File: src/rtl/data_coll_seq.sv
// Capture sequencer: arm -> trigger -> optional delay -> depth-sample write window.
// Optional macro DATA_COLL_SEQ_EXT_TRIG_EN adds an ext_trig rising-edge trigger.
module data_coll_seq #(
  parameter int unsigned DEPTH_WIDTH = 16,
  parameter int unsigned DELAY_WIDTH = 16
) (
  input  logic                   clk,
  input  logic                   resetn,
  input  logic                   arm,
  input  logic                   abort,
  input  logic [DEPTH_WIDTH-1:0] depth,
  input  logic [DELAY_WIDTH-1:0] delay,
  input  logic                   sw_trig,
  input  logic                   ext_trig,
  output logic                   we,
  output logic [DEPTH_WIDTH-1:0] wr_cnt,
  output logic                   busy,
  output logic                   done,
  output logic                   aborted
);

  typedef enum logic [2:0] {IDLE, ARMED, DELAY, CAPTURE, FINISH} state_t;

  state_t                 state;
  logic [DEPTH_WIDTH-1:0] depth_q;
  logic [DELAY_WIDTH-1:0] delay_q;
  logic [DELAY_WIDTH-1:0] dly_cnt;
  logic                   trig;

`ifdef DATA_COLL_SEQ_EXT_TRIG_EN
  logic ext_prev;

  // Tracks ext_trig in every state so a level already high at arm time is not an edge.
  always_ff @(posedge clk) begin
    if (!resetn) ext_prev <= 1'b0;
    else         ext_prev <= ext_trig;
  end

  assign trig = sw_trig | (ext_trig & ~ext_prev);
`else
  logic unused_ext_trig;
  assign unused_ext_trig = ext_trig;
  assign trig = sw_trig;
`endif

  always_ff @(posedge clk) begin
    if (!resetn) begin
      state   <= IDLE;
      depth_q <= '0;
      delay_q <= '0;
      dly_cnt <= '0;
      wr_cnt  <= '0;
      we      <= 1'b0;
      busy    <= 1'b0;
      done    <= 1'b0;
      aborted <= 1'b0;
    end else begin
      done    <= 1'b0;
      aborted <= 1'b0;
      if (abort && state != IDLE) begin
        // A sample written in the abort cycle still counts.
        if (state == CAPTURE) wr_cnt <= wr_cnt + DEPTH_WIDTH'(1);
        state   <= IDLE;
        we      <= 1'b0;
        busy    <= 1'b0;
        aborted <= 1'b1;
      end else begin
        case (state)
          IDLE: begin
            if (arm && depth != '0) begin
              depth_q <= depth;
              delay_q <= delay;
              wr_cnt  <= '0;
              state   <= ARMED;
              busy    <= 1'b1;
            end
          end
          ARMED: begin
            if (trig) begin
              if (delay_q == '0) begin
                state <= CAPTURE;
                we    <= 1'b1;
              end else begin
                state   <= DELAY;
                dly_cnt <= delay_q;
              end
            end
          end
          DELAY: begin
            if (dly_cnt == DELAY_WIDTH'(1)) begin
              state <= CAPTURE;
              we    <= 1'b1;
            end else begin
              dly_cnt <= dly_cnt - DELAY_WIDTH'(1);
            end
          end
          CAPTURE: begin
            wr_cnt <= wr_cnt + DEPTH_WIDTH'(1);
            if (wr_cnt + DEPTH_WIDTH'(1) == depth_q) begin
              state <= FINISH;
              we    <= 1'b0;
              done  <= 1'b1;
            end
          end
          FINISH: begin
            state <= IDLE;
            busy  <= 1'b0;
          end
          default: begin
            state <= IDLE;
            we    <= 1'b0;
            busy  <= 1'b0;
          end
        endcase
      end
    end
  end

endmodule

File: config.mk
export PLATFORM = sky130hd
export DESIGN_NAME = data_coll_seq
export DESIGN_NICKNAME = d
export VERILOG_FILES = /design/src/rtl/data_coll_seq.sv
export SDC_FILE = /design/constraint.sdc
export NUM_CORES = 1
export LEC_CHECK = 0
export BUFFER_PORTS_ARGS = -buffer_cell sky130_fd_sc_hd__buf_2
export CAP_MARGIN = 30
export CORE_ASPECT_RATIO = 2
export CORE_UTILIZATION = 60
export CTS_CLUSTER_DIAMETER = 40
export CTS_CLUSTER_SIZE = 25
export DETAILED_ROUTE_END_ITERATION = 8
export PLACE_DENSITY = 0.86
export SYNTH_ARGS = -nofsm -noshare
export SYNTH_HDL_FRONTEND = slang
export SYNTH_SLANG_ARGS = --single-unit
File: constraint.sdc
create_clock -name clk -period 6.4 [get_ports clk]
set_input_delay 0.64 -clock clk [delete_from_list [all_inputs] [get_ports clk]]
set_output_delay 0.64 -clock clk [all_outputs]
set_load 0.05 [all_outputs]
== Word-level counts from Yosys, hierarchy flattened ==
Cells that the tools add are included.
Operators by class
  add/subtract/negate cells: 2
  bitwise operators: 5
  reductions and logical operators: 18
  muxes and demuxes: 23
  equal/unequal tests: 15
Operator list (count)
  $mux W16: 6
  $pmux W16 S2: 2
  $add A16 B1 Y16 const B: 1
  $eq A16 B1 Y1 const B: 1
  $eq A16 B16 Y1: 1
  $logic_not A16 Y1: 1
  $reduce_bool A16 Y1: 1
  $sub A16 B1 Y16 const B: 1
  $mux W3: 4
  $ne A2 B2 Y1 const B: 6
  $pmux W3 S4: 1
  $reduce_and A5 Y1: 2
  $mux W1: 8
  $eq A3 B2 Y1 const B: 2
  $reduce_and A3 Y1: 2
  $reduce_or A3 Y1: 2
  $not A1 Y1: 5
  $ne A2 B1 Y1 const B: 2
  $pmux W1 S4: 1
  $reduce_and A4 Y1: 1
  $reduce_bool A2 Y1: 2
  $reduce_or A2 Y1: 2
  $eq A3 B1 Y1 const B: 1
  $eq A3 B3 Y1 const B: 1
  other kinds (6): 7
Word-level totals
  output and inout bits: 20
  flip-flop bits (word level): 71
  word-level logic and storage cells: 72
  bits of input ports: 38

== Depth between registers and ports, before layout ==
  depth after elaboration: 5
  mapped depth: 10
  depth with buffers taken out: 8

== Least setup slack after synthesis ==
Ideal clock, no wire load.
  path type: reg2reg
  start: reg wr_cnt[0]
  end: reg done
  period minus slack after synthesis: 2.535 ns
  library setup time: 0.091 ns
  buffers on the path: 1
  arrival: 2.443 ns
  cell stages (with the launch flop): 9
  slack: 3.865 ns
  data required time: 6.309 ns
  cells stage by stage: dfxtp_1 -> ha_1 -> and4_1 -> buf_2 -> nand4_1 -> xnor2_1 -> o211ai_1 -> nor4b_1 -> nor4bb_1
Between the ends
  cells in the longest elaborated chain, start to end: 3
RTL lines
  start: declaration: line 16  | output logic [DEPTH_WIDTH-1:0] wr_cnt,
  start signal: assignment: line 62  | if (state == CAPTURE) wr_cnt <= wr_cnt + DEPTH_WIDTH'(1);
  start signal: assignment: line 98  | wr_cnt <= wr_cnt + DEPTH_WIDTH'(1);
  $add A16 B1 Y16: line 99  | if (wr_cnt + DEPTH_WIDTH'(1) == depth_q) begin
  $eq A16 B16 Y1: line 99
  $mux W1: line 99
  end signal: assignment: line 55  | done <= 1'b0;
  end signal: assignment: line 58  | done <= 1'b0;
  end signal: assignment: line 102  | done <= 1'b1;
  end: declaration: line 18  | output logic done,
No other way between the ends.
A chain may end at the register's enable or synchronous reset.

== Worst setup path after layout ==
  start: reg wr_cnt[0]
  end: reg we
Between the ends
  cells in the longest elaborated chain, start to end: 4
RTL lines
  $add A16 B1 Y16: line 99
  $eq A16 B16 Y1: line 99
  $ne A2 B1 Y1 (no line)
  $reduce_and A5 Y1 (no line)
  end signal: assignment: line 92  | we <= 1'b1;
  end signal: assignment: line 101  | we <= 1'b0;
  end signal: assignment: line 111  | we <= 1'b0;
  end: declaration: line 15  | output logic we,
No other way between the ends.

==> metrics <==
status completed; worst path cell trace ha_1 -> and4_1 -> nand4_1 -> xnor2_1 -> o211ai_1 -> a2111oi_0 -> o22ai_1; Max H-tree Level 3; Slew Limit Fails 0; Seq/Total Area, Yosys 0.357; Hold Path Cell Cnt 2; Post-Route WL around 11 mm; wire length per cell 16.9 um; fmax approximately 0.35 GHz; Std-Cell Rows 41; worst skew pair latency 0.33 ns; CP Depth 7; CP max FO 9; synthesized flop and latch total 71; Post-synth EDFFs 0; critical setup path kind reg2reg; area leader, netlist dfxtp_1; Post-Synth Adder-Cell Area 0.00944; flop-to-flop setup slack 3.58 ns; DIE WIDTH between 50 and 60 um; Rel. slew slack 0.462; post-CTS setup buffers 0; Synth area leaders dfxtp_1 (36%), nand2_1 (10%), a21oi_1 (9.1%); placed cell area ~4200 um2; Hold Path Sink busy$_SDFFE_PP0P_; Clock transition at path regs about 0.050 ns; Final min period approximately 2.8 ns; core area 6360 um2; die area 6980 um2; FFs w/ async S/R, synth 0; vias post-DR about 4200; family with the most delay on the worst path compound AO/OA/AOI/OAI gates; ANT cells 0; RR Startpoint wr_cnt[0]$_SDFFE_PN0P_; final-report hold violation count 0; largest net degree at the start of global routing between 40 and 50; Ports 58; # clock sinks just over 70; CTS tree yes; mux share of post-synthesis cell area 0.00252; first-pass GRT wire length 18.0 mm; PortBufs 56; Hold Crit Class reg2reg; final non-filler cell total between 600 and 700; crit share post-route 0.441; Worst Max-Slew Pin Slew 0.804 ns; CTS-repair resized insts 0; Max Cap Viol 0; top cell type's share of synthesized area 0.357; critical path capture point type flop; Clock Skews ~0.0032 ns; Fin Setup TNS 0 ns; most frequent cell after synthesis nand2_1; Clock Path Buffers 2; largest family of logic cells by synthesized area simple AND/OR/NAND/NOR gates; layout cells sized above 1 0.158; final weighted congestion of routability-driven global placement about 0.93; # placed instances 647; simple-gate share of the synthesized area 0.295; grt total ovfl 0; Leak roughly 0.0018 uW; Post-Synth XOR/XNOR Area 0.0506; Yosys warning total 0; Cell Pwr Density between 200 and 300 nW/um2; # hold bufs at CTS 0; Buf/Inv on CP 0; startpoint types flop; Slowest-stage cell, CP a2111oi_0; mean number of vias per cell around 6.3; r2r endpoint we$_SDFFE_PP0P_; clk root buf clkbuf_16; HP Start busy$_SDFFE_PP0P_; initial antenna violation count 0; CTS Buf Count 9; router iterations before antenna repair 5; # fillers around 540; number of setup violations in the final report 0; top cells by count, synth nand2_1 (108), a21oi_1 (72), dfxtp_1 (71); RSZ-0062 raised after global routing false; Mapped Cells about 540; DP HPWL 7.82 mm; Critical Path AT 3.01 ns; DRC 0; Top FF cell, synth dfxtp_1; Tot Pwr 1140 uW; Critical Path RT between 6 and 7 ns; Die Y 117 um; Area Growth Syn to Fin 13.6%; nets approximately 600; syn nets a little under 600; DRT iter0 DRCs around 330; maximum vdd drop 188 uV; syn avg cell area between 7 and 8 um2; GRT Resource Usage Total 0.348; Post-Syn Area just under 4000 um2; Finished Cell Area between 4000 and 5000 um2; number of global-route vias before repair approximately 4000; antenna viol nets, final 0; Synth Area in Compound Gates 0.233; Slowest Stage Delay on Critical Path 0.55 ns; Initial Util 0.625; reg2reg path depth 7; Synth cell types 57
-- worst register-to-register path: stages, from the launching register on --
cell and delay (ns):
dfxtp_1 0.47, ha_1 0.36, and4_1 0.52, nand4_1 0.25, xnor2_1 0.26, o211ai_1 0.13, a2111oi_0 0.55, o22ai_1 0.13
-- metrics by stage --
step | util | hold WS (ns) | setup slack (ns)
global placement | 0.665 | 0.438 | 3.62
global route | 0.710 | 0.491 | 3.32
finish | 0.710 | 0.450 | 3.58
detailed placement | 0.665 | 0.446 | 3.59
floorplan | - | 0.441 | 3.87
CTS | 0.710 | 0.452 | 3.62
-- where the power goes --
part           internal (uW)  switching (uW)  leakage [uW]  total [uW]
clock                    310             178      0.000146         488
sequential               463            20.5      0.000578         484
combinational           60.0             109       0.00104         169
total                    833             308       0.00176        1140
-- worst max path at each step --
| stage | end | slack, ns | from |
|---|---|---|---|
| after floorplan | done$_SDFF_PP0_ | 3.87 | wr_cnt[0]$_SDFFE_PN0P_ |
| after global placement | wr_cnt[4]$_SDFFE_PN0P_ | 3.62 | depth[2] |
| after detailed placement | wr_cnt[4]$_SDFFE_PN0P_ | 3.59 | depth[10] |
| after CTS | dly_cnt[0]$_SDFFE_PN0P_ | 3.62 | dly_cnt[7]$_SDFFE_PN0P_ |
| after global routing | we$_SDFFE_PP0P_ | 3.32 | wr_cnt[0]$_SDFFE_PN0P_ |
| final | we$_SDFFE_PP0P_ | 3.58 | wr_cnt[0]$_SDFFE_PN0P_ |
-- cells by family (layout without fill, tap and decap cells) --
group | count (synthesis) | after routing
and+or+nand+nor | 241 | 241
AOI/OAI and AO/OA | 154 | 154
DFF | 71 | 71
buffers and inverters | 45 | 84
xor gates and xnor gates | 23 | 23
adders and majority gates | 3 | 3
muxes | 1 | 1
-- cells in the final DEF (no fill, tap or decap), types with 5 or more instances in the layout --
cell / instances
nand2_1: 108
a21oi_1: 72
dfxtp_1: 71
buf_2: 56
nor2_1: 38
o21ai_0: 30
nand3_1: 16
xnor2_1: 12
nor4_1: 11
xor2_1: 11
nand4_1: 10
nor3_1: 10
clkbuf_16: 9
or3_1: 7
o31ai_1: 7
or4_1: 6
buf_4: 6
a21oi_2: 5
o21a_1: 5
and2_1: 5
-- layer usage --
layer	wire length, um	part of all wire	vias up	GRT usage
li1	-	-	1981	-
met3	523	0.047	61	0.0659
met1	3750	0.34	1935	0.315
met2	6160	0.55	178	0.648
met5	0	0	-	0
met4	752	0.067	0	0.267
-- state kept, by name, indices dropped and copies added (netlist names) --
register / count
state: 3
done: 1
we: 1
delay_q: 16
busy: 1
dly_cnt: 16
depth_q: 16
wr_cnt: 16
aborted: 1
-- layout make-up --
class	count	area, um2	share of cell area
multi-input cells	422	2350	0.520
flip-flops and latches	71	1420	0.315
repair buffers	62	325	0.0720
clock buffers	12	246	0.0545
well taps	86	108	0.0238
clock inverters	4	45.0	0.00997
inverters	6	22.5	0.00498
No activity file was read; power rests on OpenSTA's default activity.
